File: src/rtl/halt_monitor.sv
// halt_monitor
//   Run monitor sitting between the core's halt output / word-0 memory tap and
//   the top-level reporting logic. Counts cycles from reset release, latches the
//   first halt together with word 0 and the cycle it happened on, then requires
//   halt and word 0 to hold steady for SETTLE cycles before flagging done.
//   Timeout, halt drop and word corruption end the run as a fault, so FPGA runs
//   report the same pass/fail as simulation.
// Ports
//   clk         system clock, all state on rising edge
//   rstn        asynchronous active-low reset
//   coreHalt    core halt level
//   memWord0    current contents of memory word 0
//   haltSticky  set at first halt capture, held until reset
//   snapWord    memWord0 sampled at the halt-capture edge
//   cycleCnt    rising edges since reset release, frozen in DONE/FAULT
//   haltCycle   cycleCnt value written at the halt-capture edge
//   done        settle window passed cleanly, held until reset
//   fault       error detected, held until reset
//   faultCode   0 none, 1 timeout, 2 halt dropped, 3 word changed
module halt_monitor #(
   parameter int unsigned TIMEOUT = 500,
   parameter int unsigned SETTLE  = 5,
   parameter int unsigned CNT_W   = 32
) (
   input  logic             clk,
   input  logic             rstn,
   input  logic             coreHalt,
   input  logic [15:0]      memWord0,
   output logic             haltSticky,
   output logic [15:0]      snapWord,
   output logic [CNT_W-1:0] cycleCnt,
   output logic [CNT_W-1:0] haltCycle,
   output logic             done,
   output logic             fault,
   output logic [1:0]       faultCode
);

   generate
      if (SETTLE < 1) begin : gBadSettle
         $error("halt_monitor: SETTLE must be at least 1");
      end
   endgenerate

   localparam logic [1:0] ST_RUN    = 2'd0;
   localparam logic [1:0] ST_SETTLE = 2'd1;
   localparam logic [1:0] ST_DONE   = 2'd2;
   localparam logic [1:0] ST_FAULT  = 2'd3;

   localparam int unsigned    SC_W      = (SETTLE < 2) ? 1 : $clog2(SETTLE + 1);
   localparam logic [CNT_W-1:0] TIMEOUT_C = CNT_W'(TIMEOUT);
   localparam logic [SC_W-1:0]  SETTLE_C  = SC_W'(SETTLE);

   localparam logic [1:0] FC_TIMEOUT = 2'd1;
   localparam logic [1:0] FC_DROP    = 2'd2;
   localparam logic [1:0] FC_WORD    = 2'd3;

   logic [1:0]       state;
   logic [SC_W-1:0]  settleCnt;
   logic [CNT_W-1:0] cntNext;
   logic [SC_W-1:0]  settleNext;

   // Saturating count: holds at all-ones rather than wrapping back to a
   // value that could look like an early halt.
   always_comb begin
      cntNext    = (cycleCnt == '1) ? cycleCnt : cycleCnt + CNT_W'(1);
      settleNext = settleCnt + SC_W'(1);
   end

   always_ff @(posedge clk or negedge rstn) begin
      if (!rstn) begin
         state      <= ST_RUN;
         settleCnt  <= '0;
         haltSticky <= 1'b0;
         snapWord   <= '0;
         cycleCnt   <= '0;
         haltCycle  <= '0;
         done       <= 1'b0;
         fault      <= 1'b0;
         faultCode  <= '0;
      end else begin
         case (state)
            ST_RUN: begin
               cycleCnt <= cntNext;
               // Halt is checked first so a halt on the timeout edge still wins.
               if (coreHalt) begin
                  snapWord   <= memWord0;
                  haltCycle  <= cntNext;
                  haltSticky <= 1'b1;
                  settleCnt  <= '0;
                  state      <= ST_SETTLE;
               end else if (cntNext > TIMEOUT_C) begin
                  fault     <= 1'b1;
                  faultCode <= FC_TIMEOUT;
                  state     <= ST_FAULT;
               end
            end
            ST_SETTLE: begin
               cycleCnt <= cntNext;
               if (!coreHalt) begin
                  fault     <= 1'b1;
                  faultCode <= FC_DROP;
                  state     <= ST_FAULT;
               end else if (memWord0 != snapWord) begin
                  fault     <= 1'b1;
                  faultCode <= FC_WORD;
                  state     <= ST_FAULT;
               end else begin
                  settleCnt <= settleNext;
                  if (settleNext == SETTLE_C) begin
                     done  <= 1'b1;
                     state <= ST_DONE;
                  end
               end
            end
            default: ;  // DONE / FAULT are terminal: everything holds
         endcase
      end
   end

endmodule

File: config.mk
export PLATFORM = sky130hd
export DESIGN_NAME = halt_monitor
export DESIGN_NICKNAME = d
export VERILOG_FILES = /design/src/rtl/halt_monitor.sv
export SDC_FILE = /design/constraint.sdc
export NUM_CORES = 1
export LEC_CHECK = 0
export CAP_MARGIN = 5
export CORE_ASPECT_RATIO = 1.1
export CORE_MARGIN = 10
export CORE_UTILIZATION = 52
export CTS_CLUSTER_SIZE = 30
export DETAILED_ROUTE_END_ITERATION = 16
export PLACE_DENSITY = 0.82
export SETUP_SLACK_MARGIN = 0.1
export SLEW_MARGIN = 20
export SYNTH_ARGS = -nofsm -noshare
export SYNTH_HDL_FRONTEND = slang
export SYNTH_SLANG_ARGS = --single-unit
export TNS_END_PERCENT = 1
File: constraint.sdc
create_clock -name clk -period 3.56 [get_ports clk]
set_input_delay 0.712 -clock clk [delete_from_list [all_inputs] [get_ports clk]]
set_output_delay 0.712 -clock clk [all_outputs]
set_load 0.01 [all_outputs]
==> results of run 1 <==
## routing by layer
layer | part of all wire, % | vias to the layer above | wire length, um | GRT usage, %
met5 | 0 | - | 0 | 0
met4 | 2.3 | 0 | 293 | 6.740
met3 | 7.6 | 22 | 972 | 5.087
met2 | 50 | 141 | 6387 | 30.23
met1 | 40 | 2052 | 5199 | 22.64
li1 | - | 2027 | - | -
## kinds of logic after synthesis
group	count (synthesis)
AND/OR/NAND/NOR	242
flip-flops	90
AO/OA/AOI/OAI	81
XOR/XNOR	81
buffers and inverters	53
multiplexers	4
adder cells (fa/ha/maj)	3
## placed cells by master, fill, tap and decap left out, types with 3 or more instances in the layout
master and instances:
o21ai_0 41, nor3_1 18, clkbuf_8 11, nor2_1 37
buf_4 6, and4_4 4, o211ai_1 3, inv_1 9
or3_1 4, nand3_1 23, a21oi_1 11, nor4_1 8
or2_2 4, xor2_1 36, nand4_1 11, dfrtp_1 90
ha_1 3, xnor2_1 44, nand2_1 102, and2_1 4
clkdlybuf4s50_1 102, nand2b_1 4, and3_1 5
## cell usage after synthesis (all sizes together), types with 2 or more instances
| library cell | instances |
|---|---|
| o22ai | 2 |
| and2 | 4 |
| dfrtp | 90 |
| a211oi | 2 |
| and3 | 6 |
| or3 | 5 |
| and4 | 6 |
| nand3 | 24 |
| nor3 | 18 |
| nor2 | 37 |
| xor2 | 36 |
| a21oi | 11 |
| mux2 | 2 |
| o21ai | 41 |
| clkbuf | 16 |
| o21a | 2 |
| buf | 28 |
| inv | 9 |
| o211ai | 3 |
| xnor2 | 45 |
| or2 | 5 |
| o2111ai | 2 |
| nand2b | 4 |
| a31oi | 2 |
| o211a | 2 |
| nand4 | 14 |
| ha | 3 |
| a311o | 2 |
| o31ai | 3 |
| mux2i | 2 |
| nand2 | 103 |
| nor4 | 10 |
## worst min path at each step
stage          startpoint            to  cells past startpoint
5_1_grt              rstn  snapWord[15]                      1
4_1_cts              rstn  snapWord[15]                      1
3_5_place_dp   haltSticky    haltSticky                      1
3_3_place_gp   haltSticky    haltSticky                      1
2_1_floorplan        rstn   cycleCnt[0]                      0
6_report             rstn  snapWord[15]                      1
## through the flow
step           instances  worst slack, ps  hold WS, ps  util (%)  power, W
2_1_floorplan        554            905.7        416.4         -  0.001055
3_3_place_gp         736            759.3        450.6     64.36  0.001102
3_5_place_dp         736            585.8        455.2     64.36  0.001103
4_1_cts              752            536.0        240.7     66.88  0.001907
5_1_grt              752            252.5        234.7     66.88  0.001962
6_report             752            488.9        232.5     66.88  0.001893
## worst register-to-register path, stage by stage (launching register included)
cell and delay [ps]:
dfrtp_1 510, ha_1 290, and4_4 300, nand4_4 160
nor4_1 510, mux2_2 390, o32ai_1 140, o2111ai_1 290
nor4_1 280, nor3_1 80
## flip-flops by register name (all words and copies together) (netlist names), 2 cells and up
register	count
cycleCnt	32
faultCode	2
haltCycle	32
settleCnt	3
snapWord	16
state	2
## final cells by class
| cell class | count | area (um^2) | area share [%] |
|---|---|---|---|
| clock buffers | 11 | 151.4 | 2.409 |
| well taps | 117 | 146.4 | 2.329 |
| clock inverters | 5 | 85.08 | 1.354 |
| flip-flops and latches | 90 | 2252 | 35.84 |
| multi-input cells | 411 | 2530 | 40.25 |
| inverters | 9 | 33.78 | 0.5375 |
| repair buffers | 109 | 1086 | 17.28 |
## power by group through the flow
stage	clock network [W]	registers, W	logic, W
after floorplan	0	0.00104	0.0000133
after global placement	0	0.00104	0.0000603
after detailed placement	0	0.00104	0.0000611
after CTS	0.000824	0.00102	0.0000613
after global routing	0.000874	0.00102	0.0000665
final	0.000812	0.00102	0.0000596
==> run_results.csv, run 1 <==
group,metric,value,unit
global_routing,grt_pass1_wl,21250,um
worst_setup_path,r2r_end,"state[1]",
yosys,ys_ff_latch,90,
power_and_ir_drop,pwr-share-clk,42.9,%
yosys,synth_cell_types,59,
floorplanning,initial_core_util,53.56,%
power_and_ir_drop,combPwrFrac,3.2,%
yosys,synth_edf_count,0,
worst_setup_path,worstPathCellList,"ha_1, and4_4, nand4_4, nor4_1, mux2_2, o32ai_1, o2111ai_1, nor4_1, nor3_1",
clocking,numCtsBuffers,9,
global_routing,grt_usage,18.36,%
layout,nFillCells,749,
global_routing,grt_overflow,0,
power_and_ir_drop,peakVddDrop,198.9,uV
drt,wirelength,12850,um
clocking,clk_pin_slew,90,ps
layout,layout.nets,652,
yosys,yosysTopAreaCell,"dfrtp_1",
worst_setup_path,r2r_slack,490,ps
sta,finalSetupTns,0,ps
clocking,cts_sinks,90,
worst_setup_path,end_kind,"flop",
placement,hpwl,9623,um
power_and_ir_drop,seq_power_share,53.9,%
sta,clock.fmax,325.6,MHz
sta,min_period_over_period,86.27,%
yosys,yosys_warnings,0,
floorplanning,die_area,14020,um^2
yosys,synth_compound_area_share,10.46,%
clocking,tritoncts,"yes",
yosys,synthAdderAreaFrac,0.7457,%
drt,via_per_inst,5.641,
worst_setup_path,cpLargestDelayFamily,"simple AND/OR/NAND/NOR gates",
yosys,synth_top_family_by_area,"simple AND/OR/NAND/NOR gates",
yosys,syn_inst,554,
drt,vias,4242,
worst_setup_path,cpPeakStageDelay,510,ps
clocking,cts_hold_buf,0,
power_and_ir_drop,swShare,21.58,%
placement,portBuffers,103,
placement,globalplace.congestion,0.9059,
yosys,synth_area,5034,um^2
power_and_ir_drop,power_density,301.2,nW/um^2
sta,skew,7.264,ps
worst_setup_path,start_kind,"flop",
yosys,synthMuxAreaShare,0.8451,%
floorplanning,num_rows,37,
drt,wire_per_inst,17.09,um
yosys,yosys.area_share.simple,23.91,%
yosys,synthArstFlopShare,100.0,%
worst_setup_path,arrival,3310,ps
yosys,yosys.area_share.xor_xnor,14.24,%
sta,rsz0062_at_grt,"false",
status,outcome,"finished clean",
power_and_ir_drop,intPower,0.001485,W
power_and_ir_drop,leakage,2.729,nW
drt,drc,0,
floorplanning,core_area,9398,um^2
worst_setup_path,timing.rr.start,"cycleCnt[0]",
sta,tightest_slew,730.5,ps
sta,slew_headroom,51.30,%
worst_setup_path,cp_max_fo,8,
clocking,ctsLongestPathBuffers,2,
drt,postRouteAntennaNets,0,
layout,design_area,6285,um^2
clocking,post_cts_buffers,0,
layout,area_delta_synth_final,24.86,%
clocking,cts_max_level,3,
power_and_ir_drop,power_switching,0.0004086,W
sta,report.final.slew_viol_count,0,
yosys,synth_ff_type,"dfrtp_1",
worst_setup_path,path_buf_inv,0,
worst_setup_path,worstPathRequired,3800,ps
sta,fin_crit,3071,ps
clocking,root_buffer,"clkbuf_8",
worst_setup_path,ff2ff_path_depth,9,
sta,setup_viol,0,
global_routing,grt_pass1_vias,4165,
worst_setup_path,critPathLaunch,"cycleCnt[0]",
hold_path,hp-class,"in -> async",
yosys,synth_top_area_share,44.74,%
clocking,ctsResizeCount,0,
worst_setup_path,cp-endpoint,"state[1]",
sta,finalHoldViolCount,0,
yosys,synth_seq_area_share,44.74,%
global_routing,antenna_found_initial,0,
worst_setup_path,cp_slowest_cell,"dfrtp_1",
worst_setup_path,critical_path_depth,9,
clocking,clk_latency,360,ps
floorplanning,ios,104,
job,drv_cap,0,
floorplanning,die_x,113.8,um
placement,place_area,6048,um^2
yosys,avgSynthCellArea,9.086,um^2
layout,drive_gt1_share,7.559,%
global_routing,grt_max_degree,58,
worst_setup_path,worstSetupPathType,"reg -> reg",
yosys,syn_nets,576,
drt,drt_first_iter_violations,275,
floorplanning,die_y,123.2,um
layout,antenna_cells,0,
drt,drt_first_pass_iters,4,
worst_setup_path,path_common_cell,"nor4_1",
yosys,ys_top_cells_by_area,"dfrtp_1 45%, nand2_1 7.7%, xnor2_1 7.7%",
Note: power is estimated with default switching activity, not from simulation.
==> inputs of run 2 (changes only) <==
- PLACE_DENSITY: 0.82 -> 0.83
==> run_results.csv, run 2 (same netlist as run 1, synthesis figures left out) <==
group,metric,value,unit
sta,setup_ws,500.7,ps
worst_setup_path,cpPeakStageDelay,520,ps
clocking,numCtsBuffers,9,
layout,multi_input_area,2530,um^2
clocking,ctsResizeCount,0,
layout,final_cell_mix,"102 x nand2_1, 102 x clkdlybuf4s50_1, 90 x dfrtp_1, 44 x xnor2_1, 41 x o21ai_0",
drt,wirelength,13210,um
clocking,ctsLongestPathBuffers,2,
sta,slew_headroom,43.24,%
layout,layout.nets,653,
drt,drt_first_pass_iters,5,
placement,globalplace.congestion,0.9210,
sta,min_period_over_period,85.94,%
job,drv_cap,0,
clocking,cts_sinks,90,
global_routing,antenna_found_initial,0,
layout,regArea,2252,um^2
floorplanning,initial_core_util,53.56,%
global_routing,grt_pass1_vias,4365,
layout,reg_top3,"cycleCnt x32, haltCycle x32, snapWord x16",
floorplanning,die_x,113.8,um
power_and_ir_drop,finalPower,0.001783,W
layout,utilization,66.36,%
layout,area_delta_synth_final,23.89,%
worst_setup_path,cp_slowest_cell,"nor4_1",
clocking,clk_pin_slew,80,ps
placement,hpwl,9862,um
drt,drt_first_iter_violations,292,
worst_setup_path,start_kind,"flop",
sta,skew,9.273,ps
clocking,root_buffer,"clkbuf_8",
placement,portBuffers,103,
worst_setup_path,path_common_cell,"nor4_1",
sta,tightest_slew,848.4,ps
floorplanning,die_area,14020,um^2
worst_setup_path,path_buf_inv,0,
global_routing,grt_max_degree,47,
hold_path,hp-class,"in -> async",
sta,finalHoldViolCount,0,
worst_setup_path,worstPathCellList,"ha_1, and4_4, nand4_4, nor4_1, mux2_2, o32ai_1, o2111ai_1, nor4_1, nor2_1",
sta,clock.fmax,326.9,MHz
worst_setup_path,end_kind,"flop",
global_routing,grt_overflow,0,
drt,vias,4277,
drt,via_per_inst,5.688,
power_and_ir_drop,peakVddDrop,225.3,uV
sta,fin_crit,3059,ps
clocking,cts_hold_buf,0,
sta,setup_viol,0,
clocking,tritoncts,"yes",
drt,wire_per_inst,17.57,um
worst_setup_path,worstSetupPathType,"reg -> reg",
layout,antenna_cells,0,
power_and_ir_drop,power_density,286.0,nW/um^2
sta,rsz0062_at_grt,"false",
global_routing,grt_pass1_wl,21680,um
power_and_ir_drop,leakage,2.704,nW
floorplanning,die_y,123.2,um
worst_setup_path,cp_max_fo,8,
sta,report.final.slew_viol_count,0,
clocking,clk_latency,360,ps
worst_setup_path,cpLargestDelayFamily,"simple AND/OR/NAND/NOR gates",
layout,drive_gt1_share,7.559,%
global_routing,grt_usage,18.60,%
floorplanning,num_rows,37,
drt,drc,0,
worst_setup_path,arrival,3300,ps
floorplanning,ios,104,
status,outcome,"finished clean",
floorplanning,core_area,9398,um^2
drt,postRouteAntennaNets,0,
clocking,cts_max_level,3,
sta,finalSetupTns,0,ps
layout,nFillCells,764,
worst_setup_path,worstPathRequired,3800,ps
placement,dp_worst_setup_slack,563.8,ps
clocking,post_cts_buffers,0,
[run 2: changes by cell type in the layout (fill, tap and decap cells not counted), sizes merged]
cell	delta
buf	+1
bufinv	-1
clkbuf	-1
clkinv	+1
clkinvlp	+1
inv	-1
[run 2: layer usage]
| layer | GRT usage (%) | vias to the layer above | routed length (um) |
|---|---|---|---|
| met1 | 21.64 | 2042 | 5143 |
| met3 | 4.797 | 31 | 1002 |
| met5 | 0 | - | 0 |
| met4 | 7.053 | 0 | 381 |
| li1 | - | 2027 | - |
| met2 | 32.34 | 177 | 6686 |
[run 2: power breakdown]
part	internal (W)	switching, W
Clock	0.000337	0.000364
Combinational	0.0000259	0.0000351
Sequential	0.00102	0.0000000000000570
[run 2: layout make-up]
class	instances	area share (%)
clock inverters	5	0.8828
inverters	9	0.5417
flip-flops and latches	90	36.12
clock buffers	10	2.207
well taps	117	2.348
multi-input cells	411	40.57
repair buffers	110	17.34
[run 2: worst paths after layout]
check	startpoint	slack, ps	endpoint	cells after the start
min in group clk	haltSticky	470	haltSticky	1
hold reg to reg	haltSticky	470	haltSticky	1
setup / recovery	cycleCnt[0]	500	state[0]	9
hold / removal	rstn	290	snapWord[15]	1
max in group asynchronous	rstn	2510	cycleCnt[21]	2
setup reg to reg	cycleCnt[0]	500	state[0]	9
[run 2: through the flow]
stage | area (um^2) | hold slack [ps] | std cells
3_5_place_dp | 6043 | 451.5 | 737
5_1_grt | 6236 | 319.5 | 752
2_1_floorplan | 5034 | 416.4 | 554
6_report | 6236 | 290.2 | 752
3_3_place_gp | 6043 | 449.6 | 737
4_1_cts | 6236 | 306.1 | 752
